===== config.mk =====
export PLATFORM = sky130hd
export DESIGN_NAME = alu_operand_sequencer
export DESIGN_NICKNAME = d
export VERILOG_FILES = /design/src/rtl/alu_operand_sequencer.sv
export SDC_FILE = /design/constraint.sdc
export NUM_CORES = 1
export LEC_CHECK = 0
export ABC_AREA = 1
export BUFFER_PORTS_ARGS = -buffer_cell sky130_fd_sc_hd__buf_4
export CAP_MARGIN = 10
export CORE_MARGIN = 10
export CORE_UTILIZATION = 25
export DETAILED_ROUTE_END_ITERATION = 6
export GPL_TIMING_DRIVEN = 0
export PLACE_DENSITY_LB_ADDON = 0.15
export REMOVE_ABC_BUFFERS = 1
export SLEW_MARGIN = 25
export SYNTH_ARGS = -nofsm -noshare
export SYNTH_HDL_FRONTEND = slang
export SYNTH_SLANG_ARGS = --single-unit

===== constraint.sdc =====
create_clock -name clk -period 1.7 [get_ports clk]
set_clock_uncertainty 0.1 [all_clocks]
set_input_delay 0.255 -clock clk [delete_from_list [all_inputs] [get_ports clk]]
set_output_delay 0.255 -clock clk [all_outputs]
set_load 0.03 [all_outputs]

===== src/rtl/alu_operand_sequencer.sv =====
// Serial operand/opcode capture stage feeding the ALU: collects A, B and opcode on strobe
// edges, holds alu_go for EXEC_CYCLES, then latches and holds the ALU result and flags.
module alu_operand_sequencer #(
    parameter int unsigned DATA_W      = 8,
    parameter int unsigned OP_W        = 4,
    parameter int unsigned EXEC_CYCLES = 1
) (
    input  logic              clk,
    input  logic              rst,
    input  logic              ena,
    input  logic [DATA_W-1:0] din,
    input  logic              strb,
    input  logic              clr,
    output logic [DATA_W-1:0] alu_a,
    output logic [DATA_W-1:0] alu_b,
    output logic [OP_W-1:0]   alu_op,
    output logic              alu_go,
    input  logic [DATA_W-1:0] alu_y,
    input  logic [3:0]        alu_flags,
    output logic [DATA_W-1:0] res,
    output logic [3:0]        res_flags,
    output logic              res_valid,
    output logic              busy
);

    localparam int unsigned     CNT_W   = $clog2(EXEC_CYCLES + 1);
    localparam logic [CNT_W-1:0] CntLast = CNT_W'(EXEC_CYCLES - 1);

    typedef enum logic [2:0] {
        StIdle,
        StWaitB,
        StWaitOp,
        StExec,
        StDone
    } state_e;

    state_e            state_q, state_d;
    logic              strb_q;
    logic              strb_edge;
    logic [CNT_W-1:0]  cnt_q, cnt_d;
    logic [DATA_W-1:0] a_q, a_d;
    logic [DATA_W-1:0] b_q, b_d;
    logic [OP_W-1:0]   op_q, op_d;
    logic [DATA_W-1:0] res_q, res_d;
    logic [3:0]        flags_q, flags_d;
    logic              valid_q, valid_d;
    logic              go_q, go_d;

    assign strb_edge = strb & ~strb_q;

    always_comb begin
        state_d = state_q;
        cnt_d   = cnt_q;
        a_d     = a_q;
        b_d     = b_q;
        op_d    = op_q;
        res_d   = res_q;
        flags_d = flags_q;
        valid_d = valid_q;

        // Nothing advances while disabled; an edge seen now is simply lost.
        if (ena) begin
            if (clr) begin
                state_d = StIdle;
                valid_d = 1'b0;
            end else begin
                unique case (state_q)
                    StIdle, StDone: begin
                        if (strb_edge) begin
                            a_d     = din;
                            valid_d = 1'b0;
                            state_d = StWaitB;
                        end
                    end
                    StWaitB: begin
                        if (strb_edge) begin
                            b_d     = din;
                            state_d = StWaitOp;
                        end
                    end
                    StWaitOp: begin
                        if (strb_edge) begin
                            op_d    = din[OP_W-1:0];
                            cnt_d   = '0;
                            state_d = StExec;
                        end
                    end
                    StExec: begin
                        cnt_d = cnt_q + CNT_W'(1);
                        if (cnt_q == CntLast) begin
                            res_d   = alu_y;
                            flags_d = alu_flags;
                            valid_d = 1'b1;
                            state_d = StDone;
                        end
                    end
                    default: state_d = StIdle;
                endcase
            end
        end

        // Registered decode so alu_go is high exactly while in StExec.
        go_d = (state_d == StExec);
    end

    always_ff @(posedge clk) begin
        if (rst) begin
            state_q <= StIdle;
            strb_q  <= 1'b0;
            cnt_q   <= '0;
            a_q     <= '0;
            b_q     <= '0;
            op_q    <= '0;
            res_q   <= '0;
            flags_q <= '0;
            valid_q <= 1'b0;
            go_q    <= 1'b0;
        end else begin
            state_q <= state_d;
            strb_q  <= strb;
            cnt_q   <= cnt_d;
            a_q     <= a_d;
            b_q     <= b_d;
            op_q    <= op_d;
            res_q   <= res_d;
            flags_q <= flags_d;
            valid_q <= valid_d;
            go_q    <= go_d;
        end
    end

    assign alu_a     = a_q;
    assign alu_b     = b_q;
    assign alu_op    = op_q;
    assign alu_go    = go_q;
    assign res       = res_q;
    assign res_flags = flags_q;
    assign res_valid = valid_q;
    assign busy      = (state_q == StWaitB) || (state_q == StWaitOp) || (state_q == StExec);

endmodule


== After elaboration in Yosys (flattened, before gate mapping) ==
Cells that the tools add are included.
Widths: inputs -> output; s select.

* Mux-type cells: 12
* Add/subtract/negate cells: 1
* Equality and inequality tests: 8
* Bitwise operators: 4
* Reduce and logical (&&, ||, !) cells: 12

{| class="wikitable"
|+ Operators by type and width
! operator !! count
|-
| $reduce_and 4->1 || 6
|-
| $mux 3 || 6
|-
| $pmux 3 s4 || 1
|-
| $eq 3x2->1 const B || 3
|-
| $ne 3x3->1 const B || 2
|-
| $pmux 1 s2 || 2
|-
| $eq 3x1->1 const B || 1
|-
| $eq 3x3->1 const B || 1
|-
| $logic_not 3->1 || 1
|-
| $mux 1 || 3
|-
| $not 1->1 || 3
|-
| $reduce_bool 3->1 || 1
|-
| $logic_or 1x1->1 || 2
|-
| $ne 2x2->1 const B || 1
|-
| $reduce_bool 2->1 || 1
|-
| $reduce_or 2->1 || 1
|-
| $add 1x1->1 const B || 1
|-
| $and 1x1->1 || 1
|}

* Output and inout port bits: 35
* Word-level logic and storage cells: 47
* Register bits: 39

== Logic depth before layout (Yosys ltp) ==
* Word-level depth: 7
* Gate-level depth with buffers: 9

== Worst setup path after synthesis ==
Ideal clock, no wire load.

* Path type: reg2out
* Start: register state_q[1]
* End: output port busy
* Buffers on the path: 0
* Path slack: 0.367 ns
* Cell stages (with the launch flop): 3
* Arrival time: 0.978 ns
* Path through: dfxtp_1 -> inv_2 -> a21oi_1

* Longest elaborated chain between the ends: 3
* Elaborated cells on any way between the ends: 5

{| class="wikitable"
|+ RTL lines
! what !! line !! RTL
|-
| start, declared || 37 || <nowiki>state_e state_q, state_d;</nowiki>
|-
| start signal, assigned || 108 || <nowiki>state_q <= StIdle;</nowiki>
|-
| start signal, assigned || 119 || <nowiki>state_q <= state_d;</nowiki>
|-
| $eq 3x1->1 / $eq 3x2->1 (equally long branches) || 139 || <nowiki>assign busy = (state_q == StWaitB) || (state_q == StWaitOp) || (state_q == StExec);</nowiki>
|-
| $logic_or 1x1->1 || 139 ||
|-
| $logic_or 1x1->1 * || 139 ||
|-
| end, declared || 23 || <nowiki>output logic busy</nowiki>
|}

Mark *: on every way between the ends. The rest lies on a longest branch, timed or not.

== Final worst setup path ==
* Start: register state_q[2]
* End: register b_q[0], in the netlist alu_b[0]

* Longest elaborated chain between the ends: 2

{| class="wikitable"
|+ RTL lines
! what !! line !! RTL
|-
| $eq 3x1->1 || 67 || <nowiki>unique case (state_q)</nowiki>
|-
| $reduce_and 4->1 (no source line) || - ||
|-
| end signal, assigned || 112 || <nowiki>b_q <= '0;</nowiki>
|-
| end signal, assigned || 123 || <nowiki>b_q <= b_d;</nowiki>
|-
| end, declared || 42 || <nowiki>logic [DATA_W-1:0] b_q, b_d;</nowiki>
|}

Every way passes these cells.
A chain may end at the register's enable or synchronous reset.

==> impl_results.md <==
- Number of buffer and inverter stages on the critical path: 1
- Clock root buffer: clkbuf_8
- Ys async rst share: 0%
- Skew-Pair Late Insertion Delay: 0.28 ns
- Max stage delay cell, worst path: dfxtp_1
- Layout cells sized above 1: 30.57%
- DRC: 0
- Vias per inst: 4.341
- Hold buffer count at CTS: 0
- Detailed-placement wirelength estimate: 3.392 mm
- Vias in the first global route: 1,405
- Vias: 1,476
- CP Launch Type: flip-flop
- IO Pins: 60
- Post-Layout Cell Count: 340
- Worst setup margin: 0.1938 ns
- Most frequent cell after synthesis: dfxtp_1
- Register Area: 780.7 sq um
- Number of DRC markers in iteration 0: 48
- WP data required: 1.77 ns
- Routed len/inst: 13.52 um
- Cell chain of the critical path: inv_2, nand2_1, nor2_2, nand3_2, o21ai_0, a21oi_1
- Combinational family with the most area after synthesis: simple AND/OR/NAND/NOR gates
- CTS tree: done
- Final Setup Violations: 0
- Synth cell types: 19
- GPL Wtd Cong: 0.8002
- Slew Limit Fails: 0
- Multi-input logic area: 654.4 sq um
- Most common library cells after synthesis: 39 x dfxtp_1, 37 x nor2_1, 30 x nand2_1, 27 x a21oi_1, 20 x o21ai_0
- Routed Antenna Nets: 0
- Top delay family on crit path: simple AND/OR/NAND/NOR gates
- Synth top area share: 49.72%
- CP startpoint: state_q[2]
- Final period util: 88.60%
- Largest net degree at the start of global routing: 23
- Synth Area in Adders: 0%
- Placed insts: 332
- Max Fclk: 663.9 MHz
- TritonCTS Sinks: 39
- Die ar.: 9851 sq um
- Final Cell Area: 2165 sq um
- Avg Synthesized Cell Area: 7.586 sq um
- Total track usage: 9.047%
- Post-synth EDFFs: 0
- Fill cell count: 661
- Slew HR: 54.73%
- Max cap viols: 0
- PortBufs: 59
- Antenna violations before repair: 0
- Synth Instances: 207
- Core ar.: 6026 sq um
- WS Path Type: reg2reg
- Pleak: 0.9182 nW
- Top FF cell, synth: dfxtp_1
- Synth warnings: 0
- Hold Vio Cnt, Final: 0
- CTS buffer count: 5
- Routed WL: 4.597 mm
- Total inserted antenna cells: 0
- Hold Crit Start: strb
- Most area-hungry cell type in the Yosys netlist: dfxtp_1
- Clk pin slew, worst setup/hold paths: 0.08 ns
- Post-Place Setup Slack: -0.0004851 ns
- RSZ-0062 raised after global routing: false
- First-pass GRT wire length: 7.286 mm
- Simple-gate portion of the synthesized area: 25.34%
- Tmin final: 1.506 ns
- CTS H-tree depth: 2
- Post-synthesis mux area share: 0%
- Seq/Total Area, Yosys: 49.72%
- CP max FO: 16
- DIE WIDTH: 99.25 um
- XOR/XNOR Fraction of Synth Area: 0%
- Post-layout nets: 289
- DP Area: 2042 sq um
- Synth Area in Compound Gates: 16.02%
- # rows: 28
- Pwr dens: 873.5 nW/um^2
- Hold Path Class: in2reg
- Synthesis-stage register bit count: 39
- FF-to-FF Start: state_q[2]
- Final core occ: 35.92%
- P&R area growth vs syn: 37.85%
- Critical Path Max Stage Delay: 0.37 ns
- Largest cells by area after synthesis: dfxtp_1 50%, nor2_1 8.8%, a21oi_1 8.6%, nand2_1 7.2%, o21ai_0 6.4%
- Least-Margin Pin Slew: 0.6783 ns
- Outcome: completed
- Congestion Overflow GR: 0
- Clock Path Buffers: 2
- Chip height: 99.25 um
- CP endpoint kind: flip-flop
- Cell Area, Synth: 1570 sq um
- Peak supply drop: 0.3876 mV
- Initial Util: 26.06%
- DR pass1 iterations: 4
- WP data arrival: 1.58 ns
registers in the layout, indices dropped and copies added (netlist names):
name and cells:
alu_a 8, alu_b 8, res 8, alu_op 4, res_flags 4, state_q 3
alu_go 1, cnt_q 1, res_valid 1, strb_q 1
cell families (layout without fill, tap and decap cells):
family | count (synthesis) | in the layout
flops | 39 | 39
compound gates | 49 | 49
simple gates | 90 | 90
buf+inv | 29 | 87
cells in the final DEF (no fill, tap or decap):
master     Yosys  final
nand2_1       30     30
bufinv_16      0      1
a21oi_2        1      1
nand2_2        3      3
nand3_2        1      1
o21ai_0       20     20
o211ai_1       1      1
nand3_1       14     14
nor2_1        37     37
inv_1         16     16
clkbuf_8       0      6
a21oi_1       27     27
nor2_2         3      2
nor2_4         1      2
buf_4          0     59
inv_2          4      4
nand3_4        1      1
clkinv_2       0      1
dfxtp_1       39     39
layout make-up:
class | instances | area share, %
inverters | 20 | 3.468
multi-input cells | 139 | 30.23
well taps | 75 | 4.335
flip-flops and latches | 39 | 36.07
clock inverters | 2 | 1.618
clock buffers | 6 | 3.815
repair buffers | 59 | 20.46
worst reg2reg max path, stage by stage (launching register included):
cell,delay (ns)
dfxtp_1,0.37
inv_2,0.10
nand2_1,0.07
nor2_2,0.14
nand3_2,0.27
o21ai_0,0.28
a21oi_1,0.06
per-stage QoR:
stage | hold WS [ns] | total power [mW] | TNS (ns)
3_3_place_gp | 0.3347 | 1.115 | -0.03156
3_5_place_dp | 0.3411 | 1.116 | -0.0004851
6_report | 0.07984 | 1.891 | 0
4_1_cts | 0.07577 | 1.934 | 0
5_1_grt | 0.07892 | 1.990 | 0
2_1_floorplan | 0.2241 | 1.026 | 0
where the power goes:
part / switching, mW / internal, mW / leakage [nW]
logic: 0.0968 / 0.0671 / 0.542
registers: 0.00608 / 0.923 / 0.315
clock network: 0.322 / 0.475 / 0.0612
what timing repair did:
| action | in CTS | in global routing |
|---|---|---|
| endpoints found under the setup margin | 0 | 9 |
| buffers inserted | 0 | 0 |
| resized for setup | 0 | 1 |
routing by layer:
| layer | up-vias | track usage (%) | share of wire, % |
|---|---|---|---|
| met5 | - | 0 | 0 |
| met4 | 0 | 2.646 | 0.72 |
| met3 | 4 | 3.599 | 8.3 |
| met2 | 51 | 13.28 | 44 |
| met1 | 647 | 11.86 | 47 |
| li1 | 774 | - | - |
final timing paths:
check / end / cells past startpoint / slack, ns
hold reg to reg: alu_b[5] / 2 / 0.35
hold / removal: strb_q / 3 / 0.08
setup reg to reg: alu_b[0] / 6 / 0.19
setup / recovery: alu_b[0] / 6 / 0.19
Power figures use the tool's default switching activity.
